<file path="src/rtl/rmon_trig_pkg.sv">
// Shared types and constants for the multi-channel RMON trigger generator:
// channel state encoding, LFSR taps and per-channel seed derivation.
package rmon_trig_pkg;

    typedef enum logic [1:0] {
        ST_IDLE   = 2'd0,
        ST_DECIDE = 2'd1,
        ST_PULSE  = 2'd2,
        ST_GAP    = 2'd3
    } chan_state_t;

    // Feedback taps 16,14,13,11 expressed as bit positions 15,13,12,10
    localparam logic [15:0] LFSR_TAPS   = 16'hB400;
    localparam logic [15:0] SEED_BASE   = 16'hACE1;
    localparam logic [15:0] SEED_STRIDE = 16'h1F35;

    function automatic logic [15:0] f_chan_seed(input int unsigned idx);
        logic [31:0] w_prod;
        logic [15:0] w_seed;
        w_prod = 32'(idx) * {16'h0000, SEED_STRIDE};
        w_seed = SEED_BASE ^ w_prod[15:0];
        if (w_seed == 16'h0000) begin
            w_seed = 16'h0001;
        end else begin
            w_seed = w_seed;
        end
        return w_seed;
    endfunction

endpackage

</file>
<file path="src/rtl/rmon_trig_chan.sv">
// One trigger channel: free-running LFSR plus the IDLE/DECIDE/PULSE/GAP
// sequencer that spaces pulses by at least one minimum-size frame.
module rmon_trig_chan
    import rmon_trig_pkg::*;
#(
    parameter int          g_prob_width = 7,
    parameter int          g_min_gap    = 32,
    parameter int          g_idle_bits  = 3,
    parameter int          g_idle_unit  = 2,
    parameter logic [15:0] g_seed       = 16'hACE1
) (
    input  logic                    clk_i,
    input  logic                    rst_n_i,
    input  logic                    en_i,
    input  logic [g_prob_width-1:0] prob_i,
    output logic                    pulse_o
);

    localparam int GAP_LOAD = g_min_gap - 2;
    localparam int GAP_W    = (g_min_gap > 2) ? $clog2(g_min_gap) : 1;
    localparam int IDLE_MAX = ((2 ** g_idle_bits) - 1) * g_idle_unit;
    localparam int IDLE_W   = (IDLE_MAX > 0) ? $clog2(IDLE_MAX + 1) : 1;

    chan_state_t       r_state;
    chan_state_t       w_state_nx;
    logic [15:0]       r_lfsr;
    logic [15:0]       w_lfsr_nx;
    logic [IDLE_W-1:0] r_idle;
    logic [IDLE_W-1:0] w_idle_nx;
    logic [IDLE_W-1:0] w_idle_load;
    logic [GAP_W-1:0]  r_gap;
    logic [GAP_W-1:0]  w_gap_nx;
    logic              w_fire;

    assign w_lfsr_nx   = {r_lfsr[14:0], ^(r_lfsr & LFSR_TAPS)};
    assign w_idle_load = IDLE_W'(32'(r_lfsr[15 -: g_idle_bits]) * 32'(g_idle_unit));
    assign w_fire      = (&prob_i) || (r_lfsr[g_prob_width-1:0] < prob_i);
    assign pulse_o     = (r_state == ST_PULSE) && en_i;

    // Next-state logic; GAP ends when its counter decrements to zero so the
    // next decision lands exactly g_min_gap cycles after the pulse.
    always_comb begin
        w_state_nx = r_state;
        w_idle_nx  = r_idle;
        w_gap_nx   = r_gap;
        case (r_state)
            ST_IDLE: begin
                if (r_idle != '0) begin
                    w_idle_nx = r_idle - IDLE_W'(1);
                end else begin
                    w_state_nx = ST_DECIDE;
                end
            end
            ST_DECIDE: begin
                if (w_fire) begin
                    w_state_nx = ST_PULSE;
                end else begin
                    w_idle_nx  = w_idle_load;
                    w_state_nx = ST_IDLE;
                end
            end
            ST_PULSE: begin
                if (GAP_LOAD == 0) begin
                    w_idle_nx  = w_idle_load;
                    w_state_nx = ST_IDLE;
                end else begin
                    w_gap_nx   = GAP_W'(GAP_LOAD);
                    w_state_nx = ST_GAP;
                end
            end
            ST_GAP: begin
                if (r_gap <= GAP_W'(1)) begin
                    w_gap_nx   = '0;
                    w_idle_nx  = w_idle_load;
                    w_state_nx = ST_IDLE;
                end else begin
                    w_gap_nx   = r_gap - GAP_W'(1);
                end
            end
            default: begin
                w_state_nx = ST_IDLE;
                w_idle_nx  = '0;
                w_gap_nx   = '0;
            end
        endcase
    end

    // Channel state register; everything holds while en_i is low
    always_ff @(posedge clk_i or negedge rst_n_i) begin
        if (!rst_n_i) begin
            r_state <= ST_IDLE;
            r_lfsr  <= g_seed;
            r_idle  <= '0;
            r_gap   <= '0;
        end else if (en_i) begin
            r_state <= w_state_nx;
            r_lfsr  <= w_lfsr_nx;
            r_idle  <= w_idle_nx;
            r_gap   <= w_gap_nx;
        end else begin
            r_state <= r_state;
            r_lfsr  <= r_lfsr;
            r_idle  <= r_idle;
            r_gap   <= r_gap;
        end
    end

endmodule

</file>
<file path="src/rtl/rmon_trig_gen_mc.sv">
// Multi-channel pseudo-random event-pulse generator: per-channel pulse
// sequencers gated by a run window, with a running count of emitted pulses.
module rmon_trig_gen_mc
    import rmon_trig_pkg::*;
#(
    parameter int g_trig_width = 10,
    parameter int g_prob_width = 7,
    parameter int g_min_gap    = 32,
    parameter int g_idle_bits  = 3,
    parameter int g_idle_unit  = 2,
    parameter int g_cnt_width  = 32
) (
    input  logic                    clk_i,
    input  logic                    rst_n_i,
    input  logic                    en_i,
    input  logic [g_prob_width-1:0] prob_i,
    input  logic [31:0]             run_len_i,
    input  logic                    start_i,
    input  logic                    stop_i,
    output logic [g_trig_width-1:0] trig_o,
    output logic                    active_o,
    output logic [g_cnt_width-1:0]  pulse_cnt_o
);

    logic [g_trig_width-1:0] w_pulse;
    logic [g_trig_width-1:0] r_trig;
    logic                    r_active;
    logic                    w_active_nx;
    logic [31:0]             r_win_cnt;
    logic [31:0]             w_win_nx;
    logic [g_cnt_width-1:0]  r_pulse_cnt;
    logic [g_cnt_width-1:0]  w_pop;

    for (genvar gi = 0; gi < g_trig_width; gi++) begin : g_chan
        rmon_trig_chan #(
            .g_prob_width (g_prob_width),
            .g_min_gap    (g_min_gap),
            .g_idle_bits  (g_idle_bits),
            .g_idle_unit  (g_idle_unit),
            .g_seed       (f_chan_seed(gi))
        ) u_chan (
            .clk_i   (clk_i),
            .rst_n_i (rst_n_i),
            .en_i    (en_i),
            .prob_i  (prob_i),
            .pulse_o (w_pulse[gi])
        );
    end

    // Run window: stop beats start; a zero window count while active means unlimited
    always_comb begin
        w_active_nx = r_active;
        w_win_nx    = r_win_cnt;
        if (stop_i) begin
            w_active_nx = 1'b0;
            w_win_nx    = 32'd0;
        end else if (start_i) begin
            w_active_nx = 1'b1;
            w_win_nx    = run_len_i;
        end else if (r_active && (r_win_cnt != 32'd0)) begin
            w_win_nx = r_win_cnt - 32'd1;
            if (r_win_cnt == 32'd1) begin
                w_active_nx = 1'b0;
            end else begin
                w_active_nx = 1'b1;
            end
        end else begin
            w_active_nx = r_active;
            w_win_nx    = r_win_cnt;
        end
    end

    // Number of pulses presented on trig_o this cycle
    always_comb begin
        w_pop = '0;
        for (int i = 0; i < g_trig_width; i++) begin
            w_pop = w_pop + {{(g_cnt_width-1){1'b0}}, r_trig[i]};
        end
    end

    // Output, window and pulse-counter registers
    always_ff @(posedge clk_i or negedge rst_n_i) begin
        if (!rst_n_i) begin
            r_trig      <= '0;
            r_active    <= 1'b0;
            r_win_cnt   <= 32'd0;
            r_pulse_cnt <= '0;
        end else begin
            r_trig      <= w_pulse & {g_trig_width{r_active}};
            r_active    <= w_active_nx;
            r_win_cnt   <= w_win_nx;
            r_pulse_cnt <= r_pulse_cnt + w_pop;
        end
    end

    assign trig_o      = r_trig;
    assign active_o    = r_active;
    assign pulse_cnt_o = r_pulse_cnt;

endmodule

</file>
<file path="config.mk">
export PLATFORM = sky130hd
export DESIGN_NAME = rmon_trig_gen_mc
export DESIGN_NICKNAME = d
export VERILOG_FILES = /design/src/rtl/rmon_trig_pkg.sv /design/src/rtl/rmon_trig_chan.sv /design/src/rtl/rmon_trig_gen_mc.sv
export SDC_FILE = /design/constraint.sdc
export NUM_CORES = 1
export LEC_CHECK = 0
export BUFFER_PORTS_ARGS = -buffer_cell sky130_fd_sc_hd__buf_2
export CAP_MARGIN = 10
export CORE_UTILIZATION = 56
export DETAILED_ROUTE_END_ITERATION = 6
export GPL_TIMING_DRIVEN = 1
export PLACE_DENSITY = 0.77
export SKIP_CTS_REPAIR_TIMING = 1
export SYNTH_ARGS = -nofsm -noshare
export SYNTH_HDL_FRONTEND = slang
export SYNTH_SLANG_ARGS = --single-unit
</file>
<file path="constraint.sdc">
create_clock -name clk_i -period 3.5 [get_ports clk_i]
set_input_delay 0.35 -clock clk_i [delete_from_list [all_inputs] [get_ports clk_i]]
set_output_delay 0.35 -clock clk_i [all_outputs]
set_load 0.01 [all_outputs]
</file>
==> results_dict.tcl <==
set metrics [dict create \
    rsz0062_at_grt "true" \
    fin_cells 2233 \
    end_kind "flop" \
    clock_path_buffers 3 \
    synth.area.top_cells "dfrtp_1, dfstp_2, mux2_2" \
    drtIter0Drc 885 \
    worstSetupPathType "flop to flop" \
    status "finished, violations left" \
    fin_ws_ps -92.70 \
    die_h_um 180.4 \
    synth_cell_types 56 \
    synth_fp_nets 1859 \
    cts_buffers 38 \
    period_minus_slack_ps 3593 \
    clock_latency_ps 520 \
    drt-vias-per-instance 5.915 \
    dieArea_um2 32550 \
    slew_headroom 0.4116 \
    drv_cap 0 \
    p_leak_nw 9.023 \
    firstDrtPassIters 5 \
    core_area_um2 30990 \
    grt_pass1_vias 13180 \
    critPathBufInv 2 \
    cp_cell_sequence "fa_1, inv_2, fa_2, fa_1, fa_2, inv_2, fa_2, a21o_1, a21oi_2, nor2b_2, nand2_1, nor2_4, nand2_1, xnor2_1" \
    antenna_found_initial 0 \
    overflow 0 \
    rows 64 \
    critPathLaunchType "flop" \
    cts-root-buf "clkbuf_16" \
    grt_max_degree 97 \
    layout.nets 1954 \
    postRouteAntennaNets 0 \
    avgSynthCellArea_um2 10.42 \
    reg2reg_to "pulse_cnt_o[24]" \
    cp_slowest_cell "fa_1" \
    placed_cells 2156 \
    grt_usage 0.2304 \
    htree_levels 2 \
    max_stage_delay_ps 570 \
    crit_arrival_ps 3990 \
    setup_viol 13 \
    final_area_um2 20400 \
    reg2regPathDepth 14 \
    fillers 2348 \
    fmax_mhz 278.3 \
    synthArstFlopShare 1.000 \
    postPlaceCellArea_um2 18800 \
    finalCritPeriodShare 1.026 \
    slew_violations 0 \
    netlist_area_um2 17830 \
    worstHoldPathCells 3 \
    cts_tree "yes" \
    clock_skew_ps 16.14 \
    reg2reg_from "trig_o[0]" \
    drive_above_1_share 0.2456 \
    vdd_drop_max_uv 561.8 \
    hold_viol_final 0 \
    violations "setup timing" \
    yosysWarnings 0 \
    drt-total-wl_um 36860 \
    routedWlPerCell_um 16.51 \
    fp.dieW_um 180.4 \
    min_to "r_win_cnt[7]" \
    portBuffers 86 \
    area_delta_synth_final_pct 14.43 \
    clk_pin_slew_ps 60 \
    hp-class "input pin to flop" \
    gp_congestion 0.8315 \
    drc 0 \
    crit_path_frequent_cell "fa_2" \
    power_density_nw_per_um2 835.9 \
    utilization 0.6583 \
    yosysTopAreaCell "dfrtp_1" \
    dpl.hpwl_um 23900 \
    crit_required_ps 3890 \
    netlist.area_leader.share 0.3692 \
    ys_seq_elements 345 \
    crit_family "adder cells" \
    synth_edf_count 0 \
    via_count 13210 \
    ioPinCount 87 \
    grt_pass1_wl_um 63200 \
    synthFlopType "dfrtp_1" \
    crit_fanout 4 \
    cts.sinks 345 \
    yosysSeqAreaShare 0.4900 \
    worstHoldStart "run_len_i[7]" \
    tightest_slew_ps 874.5 \
    rrSetupSlack_ps -90 \
    start_util 0.5753 \
    syn_inst 1711 \
]
[area by class of cell]
cell class                 count  area (um2)  share of cell area
antenna                        1       2.502           0.0001227
clock buffer                  52        1137             0.05575
clock inverter                18       320.3             0.01570
inverter                      94       352.8             0.01730
multi-input combinational   1207        8587              0.4209
sequential                   345        8736              0.4282
tap                          396       495.5             0.02429
timing repair buffer         120       768.2             0.03766
[worst reg2reg max path: cells and delay by family, from the launching register on]
family                     cells  cell delay, ps
xor gates and xnor gates       1             130
adders and majority gates      5            2080
and+or+nand+nor                4             560
AOI/OAI and AO/OA              2             200
buffers and inverters          2             110
DFF                            1             400
[through the flow]
stage / total power [mW] / worst slack, ps / TNS [ps] / hold WS, ps
after floorplan: 11.08 / 8.685 / 0 / 54.41
after global placement: 12.04 / -40.04 / -152.5 / 444.4
after detailed placement: 12.43 / -152.5 / -1139 / 429.0
after CTS: 17.13 / -166.0 / -1516 / -114.8
after global routing: 18.31 / -195.0 / -2658 / 88.83
final: 17.05 / -92.70 / -737.9 / 74.66
[cells in the final DEF (no fill, tap or decap), drive strengths merged, types with 51 or more instances in the layout]
cell,synthesis,routed
mux2,150,150
a21oi,92,92
xnor2,67,67
clkbuf,58,53
o21ai,127,127
ha,97,97
nor2,121,121
inv,90,90
dfstp,82,82
dfrtp,263,263
nand3,51,51
buf,7,118
nand2,151,151
[sequential cells by signal (all words and copies together), names as in the netlist, named ones only]
name and flops:
g_chan.u_chan.r_lfsr 160, g_chan.u_chan.r_gap 50, g_chan.u_chan.r_idle 40, pulse_cnt_o 32
r_win_cnt 32, g_chan.u_chan.r_state 10, trig_o 10, active_o 1
[cells by family (layout without fill, tap and decap cells)]
group,Yosys count,count (layout),synth area share
buf+inv,159,284,0.03355
compound gates,379,379,0.1322
other cells,0,1,0
xor+xnor,76,76,0.03734
mux,158,158,0.09924
simple gates,490,490,0.1317
flops,345,345,0.4900
fa+ha+maj,104,104,0.07594
[where the power goes]
group / internal [mW] / leakage, nW / switching (mW)
combinational: 2.53 / 4.33 / 2.44
sequential: 5.94 / 3.98 / 1.58
clock: 2.94 / 0.715 / 1.62
[worst max-delay path by stage]
stage	start	to	slack [ps]	cells after the start
CTS	trig_o[0]	pulse_cnt_o[24]	-170	14
global route	trig_o[0]	pulse_cnt_o[24]	-200	14
finish	trig_o[0]	pulse_cnt_o[24]	-90	14
global placement	trig_o[0]	pulse_cnt_o[24]	-40	14
detailed placement	trig_o[0]	pulse_cnt_o[24]	-150	14
floorplan	trig_o[0]	pulse_cnt_o[24]	9	14
[layer usage]
layer,track usage,part of all wire
met5,0,0
met4,0.06017,0.017
met3,0.02829,0.038
met2,0.3943,0.49
met1,0.3107,0.45
[cells in the mapped netlist, types with 8 or more instances]
master    number
and3_1        13
dfstp_2       82
dfrtp_1      263
a211oi_1      16
o21a_1        11
nor3_1        42
nor2b_1       12
a211o_1       11
mux2_2       150
clkbuf_1      58
a21o_1        14
inv_1         90
nor2_1       121
a31oi_1       34
xor2_1         9
nor4b_1        8
o31ai_1       14
nand2_1      151
nand4_1       11
o41ai_1       11
a21oi_1       92
ha_1          97
xnor2_1       67
or4_1         11
nand3_1       51
o211ai_1      13
nor4_1        28
o21ai_1       10
or3_1         17
o21ai_0      117
mux2i_1        8
Power figures use the tool's default switching activity.
